===== config.mk =====
export PLATFORM = sky130hd
export DESIGN_NAME = keyframe_loader
export DESIGN_NICKNAME = d
export VERILOG_FILES = /design/src/rtl/keyframe_loader.sv
export SDC_FILE = /design/constraint.sdc
export NUM_CORES = 1
export LEC_CHECK = 0
export ABC_AREA = 1
export BUFFER_PORTS_ARGS = -buffer_cell sky130_fd_sc_hd__clkbuf_2
export CORE_MARGIN = 8
export CORE_UTILIZATION = 30
export DETAILED_ROUTE_END_ITERATION = 7
export GPL_ROUTABILITY_DRIVEN = 0
export PLACE_DENSITY = 0.61
export SLEW_MARGIN = 20
export SYNTH_ARGS = -nofsm -noshare
export SYNTH_HDL_FRONTEND = slang
export SYNTH_HIERARCHICAL = 1
export SYNTH_SLANG_ARGS = --single-unit

===== constraint.sdc =====
create_clock -name clk -period 2.6 [get_ports clk]
set_clock_uncertainty 0.1 [all_clocks]
set_input_delay 0.26 -clock clk [delete_from_list [all_inputs] [get_ports clk]]
set_output_delay 0.26 -clock clk [all_outputs]
set_load 0.02 [all_outputs]

===== src/rtl/keyframe_loader.sv =====
// Hex-digit key entry plus frame counter, offered to the A5/1 core as {key, frame}
// over a valid/ready handshake; frame advances once per completed cipher frame.

module keyframe_nibble (
    input  logic       clk,
    input  logic       reset,
    input  logic       clr,
    input  logic       we,
    input  logic [3:0] wd,
    output logic [3:0] q
);
    always_ff @(posedge clk) begin
        if (reset || clr)
            q <= 4'h0;
        else if (we)
            q <= wd;
    end
endmodule

module keyframe_loader #(
    parameter int                    KEY_NIBBLES = 16,
    parameter int                    FRAME_BITS  = 22,
    parameter logic [FRAME_BITS-1:0] FRAME_INIT  = 22'h000134,
    localparam int                   CW          = $clog2(KEY_NIBBLES + 1),
    localparam int                   KFW         = 4 * KEY_NIBBLES + FRAME_BITS
) (
    input  logic            clk,
    input  logic            reset,
    input  logic [3:0]      digit_in,
    input  logic            digit_valid,
    input  logic            backspace,
    input  logic            clear,
    input  logic            commit,
    input  logic            frame_ready,
    input  logic            frame_advance,
    output logic [KFW-1:0]  keyframe_out,
    output logic            frame_valid,
    output logic [CW-1:0]   key_count,
    output logic            key_full,
    output logic [1:0]      state_out
);
    typedef enum logic [1:0] {
        ENTRY  = 2'b00,
        LOADED = 2'b01,
        ACTIVE = 2'b10
    } state_t;

    state_t                          state, state_nxt;
    logic                            frame_valid_nxt;
    logic [KEY_NIBBLES-1:0][3:0]     key;
    logic [FRAME_BITS-1:0]           frame;
    logic                            in_entry;
    logic                            bs_go, dig_go, commit_go, accept_go, adv_go;

    assign key_full = (key_count == CW'(KEY_NIBBLES));
    assign in_entry = (state == ENTRY) && !clear;

    // An ignored strobe takes no action, so a lower-priority strobe may still act.
    assign bs_go     = in_entry && backspace && (key_count != '0);
    assign dig_go    = in_entry && !bs_go && digit_valid && !key_full;
    assign commit_go = in_entry && !bs_go && !dig_go && commit && key_full;
    assign accept_go = (state == LOADED) && !clear && frame_valid && frame_ready;
    assign adv_go    = (state == ACTIVE) && !clear && frame_advance;

    // State register
    always_ff @(posedge clk) begin
        if (reset) begin
            state       <= ENTRY;
            frame_valid <= 1'b0;
        end else begin
            state       <= state_nxt;
            frame_valid <= frame_valid_nxt;
        end
    end

    // Next-state logic
    always_comb begin
        state_nxt = state;
        if (clear) begin
            state_nxt = ENTRY;
        end else begin
            case (state)
                ENTRY:   if (commit_go) state_nxt = LOADED;
                LOADED:  if (accept_go) state_nxt = ACTIVE;
                ACTIVE:  if (adv_go)    state_nxt = LOADED;
                default: state_nxt = ENTRY;
            endcase
        end
    end

    // Output logic: frame_valid is registered from the next state
    always_comb begin
        frame_valid_nxt = (state_nxt == LOADED);
    end

    assign state_out = state;

    always_ff @(posedge clk) begin
        if (reset || clear)
            key_count <= '0;
        else if (bs_go)
            key_count <= key_count - CW'(1);
        else if (dig_go)
            key_count <= key_count + CW'(1);
    end

    // Counter naturally wraps all-ones to zero at FRAME_BITS width.
    always_ff @(posedge clk) begin
        if (reset || clear)
            frame <= FRAME_INIT;
        else if (adv_go)
            frame <= frame + FRAME_BITS'(1);
    end

    for (genvar i = 0; i < KEY_NIBBLES; i++) begin : g_nib
        logic       we;
        logic [3:0] wd;
        // Store at the write pointer, or zero the slot just below it on backspace.
        assign we = (dig_go && (key_count == CW'(i))) ||
                    (bs_go  && (key_count == CW'(i + 1)));
        assign wd = dig_go ? digit_in : 4'h0;
        keyframe_nibble u_nib (
            .clk   (clk),
            .reset (reset),
            .clr   (clear),
            .we    (we),
            .wd    (wd),
            .q     (key[i])
        );
    end

    assign keyframe_out = {key, frame};

endmodule


---- Yosys cells after proc, flatten, opt, wreduce, memory -nomap -nowiden ----
Cells that the tools add are included.
storage, ports and cells
  register bits after elaboration ......... 94
  input bits .............................. 12
  output and inout bits ................... 95
  word-level logic and storage cells ...... 121
operators by class
  add/subtract/negate cells ............... 3
  eq/ne operators ......................... 19
  multiplexer cells ....................... 8
  reduce and logical (&&, ||, !) cells .... 71
operators with widths
  cell                                                                 count
  1-bit logical AND                                                    46
  5-bit by 4-bit == test with 1-bit output (second input constant)     8
  22-bit by 1-bit adder with 22-bit output (second input constant)     1
  5-bit by 3-bit == test with 1-bit output (second input constant)     4
  1-bit logical OR                                                     17
  5-bit by 2-bit == test with 1-bit output (second input constant)     2
  5-bit two-way mux                                                    2
  2-bit two-way mux                                                    4
  2-bit case mux with 3 select lines                                   1
  5-bit by 1-bit adder with 5-bit output (second input constant)       1
  5-bit by 1-bit == test with 1-bit output (second input constant)     1
  5-bit == test (second input constant)                                1
  5-bit logical NOT                                                    1
  5-bit nonzero test                                                   1
  5-bit by 1-bit subtractor with 5-bit output (second input constant)  1
  2-bit by 1-bit == test with 1-bit output (second input constant)     2
  1-bit logical NOT                                                    4
  4-bit two-way mux                                                    1
  2-bit == test (second input constant)                                1
  2-bit logical NOT                                                    1
  2-bit nonzero test                                                   1

---- Longest topological paths before layout ----
Gate-level depths: netlist of the first run.
  depth in word-level cells ............... 16
  depth in mapped cells ................... 13
  mapped depth without buffers ............ 12

---- Modules after synthesis ----
Netlist of the first run, hierarchy kept.
modules (own cells, without submodules)
  module           instances  cells each  area each (µm²)
  keyframe_nibble  16         26          177.7
  keyframe_loader  1          298         2024.4

---- Least setup slack after synthesis of the first run ----
No wires, ideal clock.
  path kind ............................... register to register
  from .................................... register key_count[0]
  to ...................................... register g_nib[0].u_nib.q[1]
  setup time .............................. 0.064 ns
  data arrival time ....................... 2.187 ns
  path slack .............................. 0.249 ns
  stages on the path, launching flop included .. 14
  path buffers ............................ 1
  clock period less this slack ............ 2.351 ns
  path through ............................ dfxtp_1 -> inv_1 -> ha_1 -> inv_1 -> nor2_4 -> nand2_4 -> nand2_4 -> nand4_4 -> buf_2 -> nor2_1 -> inv_1 -> nand2_1 -> nand2_1 -> nor2_1
RTL lines
  item                            RTL line  RTL
  from (decl)                     38        output logic [CW-1:0] key_count,
  from (signal assigned)          102       key_count <= key_count - CW'(1);
  from (signal assigned)          104       key_count <= key_count + CW'(1);
  5-bit nonzero test              59        assign bs_go = in_entry && backspace && (key_count != '0);
  1-bit logical AND               59
  1-bit logical NOT               60        assign dig_go = in_entry && !bs_go && digit_valid && !key_full;
  1-bit logical AND (2 in a row)  60
  1-bit logical AND *             60
  4-bit two-way mux *             121       assign wd = dig_go ? digit_in : 4'h0;
  named net g_nib[0].wd[1]        117       logic [3:0] wd;
  to (signal assigned)            16        q <= wd;
  to (decl)                       10        output logic [3:0] q
Mark *: on every way through the listed nets, which the timed path passes. The rest lies on a longest branch.
A chain may end at the register's enable or synchronous reset.

---- Worst setup path after layout of the first run ----
  from .................................... register key_count[0]
  to ...................................... register g_nib[14].u_nib.q[1]
between the ends
  longest elaborated chain between the ends .. 8
RTL lines
  item                            RTL line  RTL
  5-bit nonzero test              59
  1-bit logical AND               59
  1-bit logical NOT               60
  1-bit logical AND (3 in a row)  60
  1-bit logical AND               119       assign we = (dig_go && (key_count == CW'(i))) ||
  1-bit logical OR *              119
  named net g_nib[14].we          116       logic we;
  to (signal assigned)            16
  to (decl)                       10
Marks and branches as above.

==> flow_results.xml, run 1 <==
<?xml version="1.0" encoding="UTF-8"?>
<metrics>
  <group name="drt">
    <metric name="via_per_inst" unit="">4.20</metric>
    <metric name="drc_errors" unit="">0</metric>
    <metric name="drt_pre_antenna_iters" unit="">4</metric>
    <metric name="drt_iter0_drc" unit="">201</metric>
    <metric name="drt-wirelength-per-cell" unit="um">12.2</metric>
    <metric name="route.final.wire_length" unit="mm">12.8</metric>
    <metric name="antenna_violating_nets_post_route" unit="">0</metric>
    <metric name="num_vias" unit="">4435</metric>
  </group>
  <group name="global_routing">
    <metric name="first_pass_grt_wire_length" unit="mm">21.0</metric>
    <metric name="globalRouteOverflowTotal" unit="">0</metric>
    <metric name="grt_pass1_vias" unit="">4181</metric>
    <metric name="antenna_found_initial" unit="">0</metric>
    <metric name="grt_start_max_net_pins" unit="">26</metric>
    <metric name="global_route.usage.total" unit="%">12.9</metric>
  </group>
  <group name="sta">
    <metric name="max_slew_violation_count" unit="">0</metric>
    <metric name="slew_headroom" unit="%">61.2</metric>
    <metric name="rsz0062_at_grt" unit="">no</metric>
    <metric name="worstMarginPinSlew" unit="ns">0.581</metric>
    <metric name="clock.fmax" unit="MHz">421</metric>
    <metric name="timing.setup.tns" unit="ns">0</metric>
    <metric name="setup_viol" unit="">0</metric>
    <metric name="worst_slack" unit="ns">0.226</metric>
    <metric name="hold_viol" unit="">0</metric>
    <metric name="period_utilization_post_route" unit="%">91.3</metric>
    <metric name="period_needed" unit="ns">2.37</metric>
  </group>
  <group name="final_layout">
    <metric name="instances_no_fill" unit="">1055</metric>
    <metric name="area.growth.synth_to_final" unit="%">22.2</metric>
    <metric name="num-fill-cells" unit="">1723</metric>
    <metric name="finalNetCount" unit="">855</metric>
    <metric name="layout_cell_share_with_drive_strength_beyond_1" unit="%">22.1</metric>
    <metric name="n_antenna_cell" unit="">0</metric>
    <metric name="finalCoreUtilization" unit="%">37.4</metric>
  </group>
  <group name="placement">
    <metric name="dp_slack" unit="ns">0.201</metric>
    <metric name="port-buffer-count" unit="">106</metric>
    <metric name="dp_cells" unit="">1041</metric>
    <metric name="place_hpwl" unit="mm">9.68</metric>
  </group>
  <group name="power">
    <metric name="power.static_leakage" unit="uW">0.00239</metric>
    <metric name="peakVddDrop" unit="mV">0.307</metric>
    <metric name="power_density" unit="nW/um2">506</metric>
  </group>
  <group name="floorplanning">
    <metric name="die_width" unit="um">143</metric>
    <metric name="fp.dieArea" unit="um2">20600</metric>
    <metric name="floorplan.rows" unit="">46</metric>
    <metric name="die_y" unit="um">143</metric>
    <metric name="total_core_area" unit="um2">15900</metric>
    <metric name="initial_utilization" unit="%">30.6</metric>
    <metric name="ios" unit="">107</metric>
  </group>
  <group name="synth">
    <metric name="synth_fp_nets" unit="">733</metric>
    <metric name="synth.distinct_cells" unit="">28</metric>
    <metric name="yosysWarnings" unit="">6</metric>
    <metric name="synthesis.area" unit="um2">4870</metric>
    <metric name="ys_seq_elements" unit="">94</metric>
    <metric name="synth.yosys.seq_area_share" unit="%">38.7</metric>
    <metric name="post_synthesis_average_cell_area" unit="um2">6.82</metric>
    <metric name="syn-instance-count" unit="">714</metric>
  </group>
  <group name="cts">
    <metric name="cts.hold.buffers_added" unit="">0</metric>
    <metric name="number_of_gates_resized_after_cts" unit="">0</metric>
    <metric name="cts_tree" unit="">yes</metric>
    <metric name="cts_post_setup_buffers_inserted" unit="">0</metric>
    <metric name="tritoncts.num_buffers" unit="">9</metric>
    <metric name="clock_sinks" unit="">94</metric>
    <metric name="clk_pin_slew_worst_setup_hold_paths" unit="ns">0.06</metric>
    <metric name="worst_skew_pair.late_latency" unit="ns">0.34</metric>
    <metric name="cts-root-to-sink-buffers" unit="">2</metric>
    <metric name="cts.htree.levels" unit="">3</metric>
    <metric name="cts_root_buffer" unit="">sky130_fd_sc_hd__clkbuf_16</metric>
  </group>
  <group name="worst_setup_path">
    <metric name="path_max_fanout" unit="">13</metric>
    <metric name="critPathCaptureType" unit="">flop</metric>
    <metric name="startpoint_type" unit="">flop</metric>
    <metric name="setup.worst_path.class" unit="">reg -&gt; reg</metric>
    <metric name="crit_arrival" unit="ns">2.51</metric>
    <metric name="regToRegStartpoint" unit="">key_count[0]$_SDFFE_PP0P_</metric>
    <metric name="cp_data_required_time" unit="ns">2.74</metric>
    <metric name="startpoint" unit="">key_count[0]$_SDFFE_PP0P_</metric>
  </group>
  <group name="job">
    <metric name="drv_cap" unit="">0</metric>
  </group>
  <group name="worst_hold_path">
    <metric name="hold_path.class" unit="">in -&gt; reg</metric>
    <metric name="worst_hold_startpoint" unit="">frame_advance</metric>
  </group>
  <group name="outcome">
    <metric name="result_of_the_run" unit="">finished clean</metric>
  </group>
</metrics>
critical path, stage by stage (launching register included):
cell and delay (ns):
sky130_fd_sc_hd__dfxtp_1 0.36, sky130_fd_sc_hd__inv_1 0.17, sky130_fd_sc_hd__ha_1 0.22, sky130_fd_sc_hd__inv_1 0.08
sky130_fd_sc_hd__nor2_4 0.15, sky130_fd_sc_hd__nand2_4 0.09, sky130_fd_sc_hd__nand2_4 0.10, sky130_fd_sc_hd__nand4_4 0.20
sky130_fd_sc_hd__buf_4 0.26, sky130_fd_sc_hd__o22ai_1 0.20, sky130_fd_sc_hd__buf_4 0.20, sky130_fd_sc_hd__nand2_1 0.06
sky130_fd_sc_hd__nand2_1 0.05, sky130_fd_sc_hd__nor2_1 0.04
sequential cells by signal, indices dropped and copies added (netlist names):
register       cells
key_count          5
state_out          2
frame             22
frame_valid        1
g_nib.u_nib/q     64
through the flow:
stage	instance area (um2)	hold slack (ns)	power, uW
floorplan	4870	0.305	1630
global placement	5650	0.359	1710
detailed placement	5650	0.365	1710
CTS	5950	0.150	3060
global route	5950	0.162	3150
finish	5950	0.156	3010
final cells by class:
cell class	count	area (um2)	area share (%)
multi-input combinational	493	2370	39.8
sequential	94	1880	31.6
timing repair buffer	134	741	12.5
inverter	104	390	6.57
tap	216	270	4.55
clock inverter	4	56.3	0.947
clock buffer	10	239	4.02
synthesized netlist by cell type:
cell                         n  area [um2]
sky130_fd_sc_hd__nand2_1   200         751
sky130_fd_sc_hd__ha_1        7        87.6
sky130_fd_sc_hd__nand2_4     2        22.5
sky130_fd_sc_hd__buf_2       5        25.0
sky130_fd_sc_hd__nor2_2      3        18.8
sky130_fd_sc_hd__o21a_1      1        7.51
sky130_fd_sc_hd__xnor2_1     2        17.5
sky130_fd_sc_hd__nand2_2     1        6.26
sky130_fd_sc_hd__nand3_4     3        52.6
sky130_fd_sc_hd__nand3_1    19        95.1
sky130_fd_sc_hd__nor2_4     20         225
sky130_fd_sc_hd__nor2_1    170         638
sky130_fd_sc_hd__nand3b_1    2        15.0
sky130_fd_sc_hd__xor2_1      4        35.0
sky130_fd_sc_hd__inv_1     102         383
sky130_fd_sc_hd__inv_2       2        7.51
sky130_fd_sc_hd__nand4_4     2        42.5
sky130_fd_sc_hd__buf_6      18         203
sky130_fd_sc_hd__dfxtp_1    94        1880
sky130_fd_sc_hd__nand4_1     3        18.8
sky130_fd_sc_hd__o21ai_1     1        5.00
sky130_fd_sc_hd__a31oi_1     3        18.8
sky130_fd_sc_hd__a21oi_1    15        75.1
sky130_fd_sc_hd__nor3_1      5        25.0
sky130_fd_sc_hd__o21ai_0    10        50.1
sky130_fd_sc_hd__nand3_2     2        20.0
sky130_fd_sc_hd__o22ai_1    16         100
sky130_fd_sc_hd__nor2_8      2        40.0
worst paths after layout:
kind | depth (start not counted) | slack (ns) | end
worst min register to register | 2 | 0.37 | g_nib[3].u_nib/q[3]$_SDFFE_PP0P_
worst max-delay path | 13 | 0.23 | g_nib[14].u_nib/q[1]$_SDFFE_PP0P_
worst max register to register | 13 | 0.23 | g_nib[14].u_nib/q[1]$_SDFFE_PP0P_
worst min-delay path | 3 | 0.16 | frame[0]$_SDFFE_PP0P_
logic make-up after synthesis:
| group | count (synthesis) | synth area share, % |
|---|---|---|
| XOR/XNOR | 6 | 1.08 |
| AO/OA/AOI/OAI | 46 | 5.27 |
| flip-flops | 94 | 38.7 |
| AND/OR/NAND/NOR | 434 | 40.5 |
| adder cells (fa/ha/maj) | 7 | 1.80 |
| buffers and inverters | 127 | 12.7 |
layer usage:
layer	part of all wire, %	GRT usage [%]
met4	0.91	4.59
met2	44	19.9
met3	8.4	4.38
met1	46	16.4
met5	0	0
power by group:
part | leakage, uW | switching [uW] | internal, uW | total [uW]
sequential | 0.000757 | 5.64 | 1440 | 1450
combinational | 0.00149 | 152 | 74.7 | 227
clock | 0.000145 | 562 | 768 | 1330
layout by cell type (no fill, tap or decap), drive strengths merged:
cell,instances
a21oi,15
a31oi,3
buf,28
bufinv,1
clkbuf,116
clkinv,2
dfxtp,94
ha,7
inv,105
nand2,203
nand3,24
nand3b,2
nand4,5
nor2,195
nor3,5
o21a,1
o21ai,11
o22ai,16
xnor2,2
xor2,4
Note: power is estimated with default switching activity, not from simulation.
==> inputs of run 2 (changes only) <==
--- a/config.mk
+++ b/config.mk
@@ -5,13 +5,11 @@
 export SDC_FILE = /design/constraint.sdc
 export NUM_CORES = 1
 export LEC_CHECK = 0
-export ABC_AREA = 1
 export BUFFER_PORTS_ARGS = -buffer_cell sky130_fd_sc_hd__clkbuf_2
-export CORE_MARGIN = 8
 export CORE_UTILIZATION = 30
 export DETAILED_ROUTE_END_ITERATION = 7
 export GPL_ROUTABILITY_DRIVEN = 0
-export PLACE_DENSITY = 0.61
+export PLACE_DENSITY = 0.62
 export SLEW_MARGIN = 20
 export SYNTH_ARGS = -nofsm -noshare
 export SYNTH_HDL_FRONTEND = slang
==> run 2 against run 1 <==
Non-clock buffer count decreased by 8. Global-route usage increased by 3.4 points. Synthesized cell count decreased by 38%. Critical path depth down 5. Synthesized area is 13% lower. Critical path type unchanged. Critical endpoint is now g_nib[15].u_nib/q[0]$_SDFFE_PP0P_. Largest cell class unchanged. Largest power group is now clock.
==> flow_results.xml, run 2 <==
<?xml version="1.0" encoding="UTF-8"?>
<metrics>
  <group name="sta">
    <metric name="slew_headroom" unit="%">55.6</metric>
    <metric name="clock.fmax" unit="MHz">414</metric>
    <metric name="setup_viol" unit="">0</metric>
    <metric name="rsz0062_at_grt" unit="">no</metric>
    <metric name="period_utilization_post_route" unit="%">92.8</metric>
    <metric name="timing.setup.tns" unit="ns">0</metric>
    <metric name="period_needed" unit="ns">2.41</metric>
    <metric name="hold_viol" unit="">0</metric>
    <metric name="max_slew_violation_count" unit="">0</metric>
    <metric name="worst_slack" unit="ns">0.187</metric>
    <metric name="worstMarginPinSlew" unit="ns">0.665</metric>
  </group>
  <group name="final_layout">
    <metric name="finalNetCount" unit="">572</metric>
    <metric name="largest_registers" unit="">g_nib.u_nib/q (64), frame (22), key_count (5)</metric>
    <metric name="largest_reg_flops" unit="">64</metric>
    <metric name="layout_cell_share_with_drive_strength_beyond_1" unit="%">27.6</metric>
    <metric name="final_cell_mix" unit="">sky130_fd_sc_hd__clkbuf_2 (106), sky130_fd_sc_hd__dfxtp_1 (94), sky130_fd_sc_hd__nor3_1 (67)</metric>
    <metric name="regMostFlops" unit="">g_nib.u_nib/q</metric>
    <metric name="finalCoreUtilization" unit="%">38.7</metric>
    <metric name="n_antenna_cell" unit="">0</metric>
    <metric name="layout_commonest_cell" unit="">sky130_fd_sc_hd__clkbuf_2</metric>
    <metric name="finish.instance_area" unit="um2">5360</metric>
    <metric name="area.growth.synth_to_final" unit="%">26.2</metric>
  </group>
  <group name="synth">
    <metric name="synth.top_cells.by_count" unit="">sky130_fd_sc_hd__dfxtp_1 (94), sky130_fd_sc_hd__nor3_1 (67), sky130_fd_sc_hd__mux2i_1 (65)</metric>
    <metric name="postSynth.topFlopCell" unit="">sky130_fd_sc_hd__dfxtp_1</metric>
    <metric name="synth-simple-area-share" unit="%">23.6</metric>
    <metric name="async_reset_ff_share" unit="%">0</metric>
    <metric name="synthMuxAreaShare" unit="%">15.3</metric>
    <metric name="syn-instance-count" unit="">446</metric>
    <metric name="synthesis.area" unit="um2">4250</metric>
    <metric name="synth_top_area_share" unit="%">44.3</metric>
    <metric name="ys_seq_elements" unit="">94</metric>
    <metric name="synth_xor_area_share" unit="%">1.65</metric>
    <metric name="synth.yosys.seq_area_share" unit="%">44.3</metric>
    <metric name="synthTopCellsByArea" unit="">sky130_fd_sc_hd__dfxtp_1 (44%), sky130_fd_sc_hd__mux2i_1 (15%), sky130_fd_sc_hd__nor3_1 (7.9%)</metric>
    <metric name="fraction_of_the_mapped_netlist_area_in_compound_gates" unit="%">8.63</metric>
    <metric name="post_synth_fa_ha_maj_area_fraction" unit="%">2.06</metric>
    <metric name="synth_fp_nets" unit="">465</metric>
    <metric name="number_of_enable_type_register_cells_in_the_synthesized_netlist" unit="">0</metric>
    <metric name="synth.distinct_cells" unit="">50</metric>
    <metric name="yosys.area.top_type" unit="">sky130_fd_sc_hd__dfxtp_1</metric>
    <metric name="synth.most_common_cell" unit="">sky130_fd_sc_hd__dfxtp_1</metric>
    <metric name="post_synthesis_average_cell_area" unit="um2">9.52</metric>
    <metric name="largest_family_of_logic_cells_by_synthesized_area" unit="">simple AND/OR/NAND/NOR gates</metric>
    <metric name="yosysWarnings" unit="">6</metric>
  </group>
  <group name="cts">
    <metric name="cts-root-to-sink-buffers" unit="">2</metric>
    <metric name="cts_tree" unit="">yes</metric>
    <metric name="cts.htree.levels" unit="">3</metric>
    <metric name="clock_sinks" unit="">94</metric>
    <metric name="worst_skew_pair.late_latency" unit="ns">0.34</metric>
    <metric name="tritoncts.num_buffers" unit="">9</metric>
    <metric name="cts_post_setup_buffers_inserted" unit="">0</metric>
    <metric name="cts_root_buffer" unit="">sky130_fd_sc_hd__clkbuf_16</metric>
    <metric name="clk_pin_slew_worst_setup_hold_paths" unit="ns">0.07</metric>
  </group>
  <group name="power">
    <metric name="power_switching" unit="uW">685</metric>
    <metric name="power_switching_share" unit="%">22.2</metric>
    <metric name="peakVddDrop" unit="mV">0.296</metric>
    <metric name="design_power_total" unit="uW">3080</metric>
    <metric name="p_int" unit="uW">2400</metric>
    <metric name="power.static_leakage" unit="uW">0.00198</metric>
    <metric name="comb_power_share" unit="%">5.6</metric>
    <metric name="power.share.sequential" unit="%">46.9</metric>
    <metric name="pwr-share-clk" unit="%">47.5</metric>
    <metric name="power_density" unit="nW/um2">575</metric>
  </group>
  <group name="worst_setup_path">
    <metric name="crit_arrival" unit="ns">2.52</metric>
    <metric name="cp_data_required_time" unit="ns">2.71</metric>
    <metric name="path_max_fanout" unit="">10</metric>
    <metric name="setup.worst_path.class" unit="">reg -&gt; reg</metric>
    <metric name="worstSetupEndpoint" unit="">g_nib[15].u_nib/q[0]$_SDFFE_PP0P_</metric>
    <metric name="setup.reg_to_reg.worst_slack" unit="ns">0.19</metric>
    <metric name="critPathCaptureType" unit="">flop</metric>
    <metric name="worst_r2r_path_depth" unit="">8</metric>
    <metric name="startpoint_type" unit="">flop</metric>
    <metric name="regToRegStartpoint" unit="">key_count[0]$_SDFFE_PP0P_</metric>
    <metric name="rr_endpoint" unit="">g_nib[15].u_nib/q[0]$_SDFFE_PP0P_</metric>
    <metric name="startpoint" unit="">key_count[0]$_SDFFE_PP0P_</metric>
  </group>
  <group name="placement">
    <metric name="dp_slack" unit="ns">0.0703</metric>
    <metric name="place_hpwl" unit="mm">8.30</metric>
    <metric name="placedInstanceArea" unit="um2">5020</metric>
    <metric name="port-buffer-count" unit="">106</metric>
  </group>
  <group name="floorplanning">
    <metric name="initial_utilization" unit="%">30.7</metric>
    <metric name="floorplan.rows" unit="">43</metric>
    <metric name="die_width" unit="um">121</metric>
    <metric name="die_y" unit="um">121</metric>
    <metric name="total_core_area" unit="um2">13800</metric>
    <metric name="fp.dieArea" unit="um2">14600</metric>
    <metric name="ios" unit="">107</metric>
  </group>
  <group name="drt">
    <metric name="route.final.wire_length" unit="mm">11.7</metric>
    <metric name="antenna_violating_nets_post_route" unit="">0</metric>
    <metric name="drt-wirelength-per-cell" unit="um">15.9</metric>
    <metric name="via_per_inst" unit="">5.11</metric>
    <metric name="drt_pre_antenna_iters" unit="">6</metric>
    <metric name="drc_errors" unit="">0</metric>
    <metric name="num_vias" unit="">3768</metric>
    <metric name="drt_iter0_drc" unit="">248</metric>
  </group>
  <group name="worst_hold_path">
    <metric name="hold_path.class" unit="">in -&gt; reg</metric>
  </group>
  <group name="global_routing">
    <metric name="globalRouteOverflowTotal" unit="">0</metric>
    <metric name="global_route.usage.total" unit="%">16.3</metric>
    <metric name="first_pass_grt_wire_length" unit="mm">18.6</metric>
    <metric name="grt_start_max_net_pins" unit="">66</metric>
    <metric name="antenna_found_initial" unit="">0</metric>
    <metric name="grt_pass1_vias" unit="">3664</metric>
  </group>
  <group name="outcome">
    <metric name="result_of_the_run" unit="">finished clean</metric>
  </group>
  <group name="job">
    <metric name="drv_cap" unit="">0</metric>
  </group>
</metrics>
==> run 2: cell types whose count changed in the layout (fill, tap and decap cells not counted), sizes merged, moves of 11 or more <==
cell,previous run,this run
mux2i,0,65
inv,105,8
nand2,203,16
nor2,195,11
a21oi,15,26
and2,0,13
nor3,5,68
o22ai,16,0
==> run 2: cell families (layout without fill, tap and decap cells) <==
group | Yosys count | count (layout)
AND/OR/NAND/NOR | 176 | 176
flip-flops | 94 | 94
multiplexers | 65 | 65
AO/OA/AOI/OAI | 59 | 59
buffers and inverters | 37 | 149
XOR/XNOR | 8 | 8
adder cells (fa/ha/maj) | 7 | 7
==> run 2: final cells by class <==
class                   instances  area, um2
multi-input cells             315       2180
repair buffers                126        706
clock inverters                 4       77.6
well taps                     180        225
clock buffers                  12        256
fillers                      1363       8470
inverters                       7       26.3
flip-flops and latches         94       1880
==> run 2: per-layer routing <==
layer,global-route usage [%],up-vias,share of wire (%)
li1,-,1867,-
met1,20.4,1759,45
met2,25.4,128,46
met3,5.31,14,7.0
met4,6.94,0,1.9
met5,0,-,0
==> run 2: worst min path at each step <==
stage	from	endpoint	slack [ns]	cells past startpoint
final	frame_ready	state_out[1]$_SDFF_PP0_	0.1	3
after detailed placement	frame[21]$_SDFFE_PP0P_	frame[21]$_SDFFE_PP0P_	0.38	2
after floorplan	reset	g_nib[0].u_nib/q[0]$_SDFFE_PP0P_	0.24	1
after global routing	frame_advance	state_out[1]$_SDFF_PP0_	0.11	4
after global placement	frame[21]$_SDFFE_PP0P_	frame[21]$_SDFFE_PP0P_	0.36	2
after CTS	frame_ready	state_out[1]$_SDFF_PP0_	0.1	3
==> run 2: worst max-delay path, stage by stage (launching register included) <==
cell and delay (ns):
sky130_fd_sc_hd__dfxtp_1 0.31, sky130_fd_sc_hd__inv_1 0.10, sky130_fd_sc_hd__ha_2 0.27, sky130_fd_sc_hd__or4b_1 0.51
sky130_fd_sc_hd__nand2_2 0.20, sky130_fd_sc_hd__and2_1 0.20, sky130_fd_sc_hd__a22o_1 0.30, sky130_fd_sc_hd__mux2i_1 0.23
sky130_fd_sc_hd__nor3_1 0.06
==> run 2: power groups by stage <==
stage / clock network [uW] / registers (uW) / logic (uW)
3_3_place_gp: 0 / 1480 / 169
5_1_grt: 1560 / 1440 / 188
4_1_cts: 1500 / 1440 / 172
6_report: 1460 / 1450 / 173
2_1_floorplan: 0 / 1480 / 75.6
3_5_place_dp: 0 / 1480 / 172
==> run 2: stage by stage <==
stage / hold slack (ns) / instances
after floorplan: 0.237 / 446
after global placement: 0.364 / 722
after detailed placement: 0.382 / 722
after CTS: 0.0954 / 738
after global routing: 0.107 / 738
final: 0.0992 / 738
==> run 2: what timing repair did <==
action	4_1_cts	5_1_grt
gates resized for setup	0	3
hold endpoints to repair	0	0
endpoints found under the setup margin	0	34
hold buffers	0	0
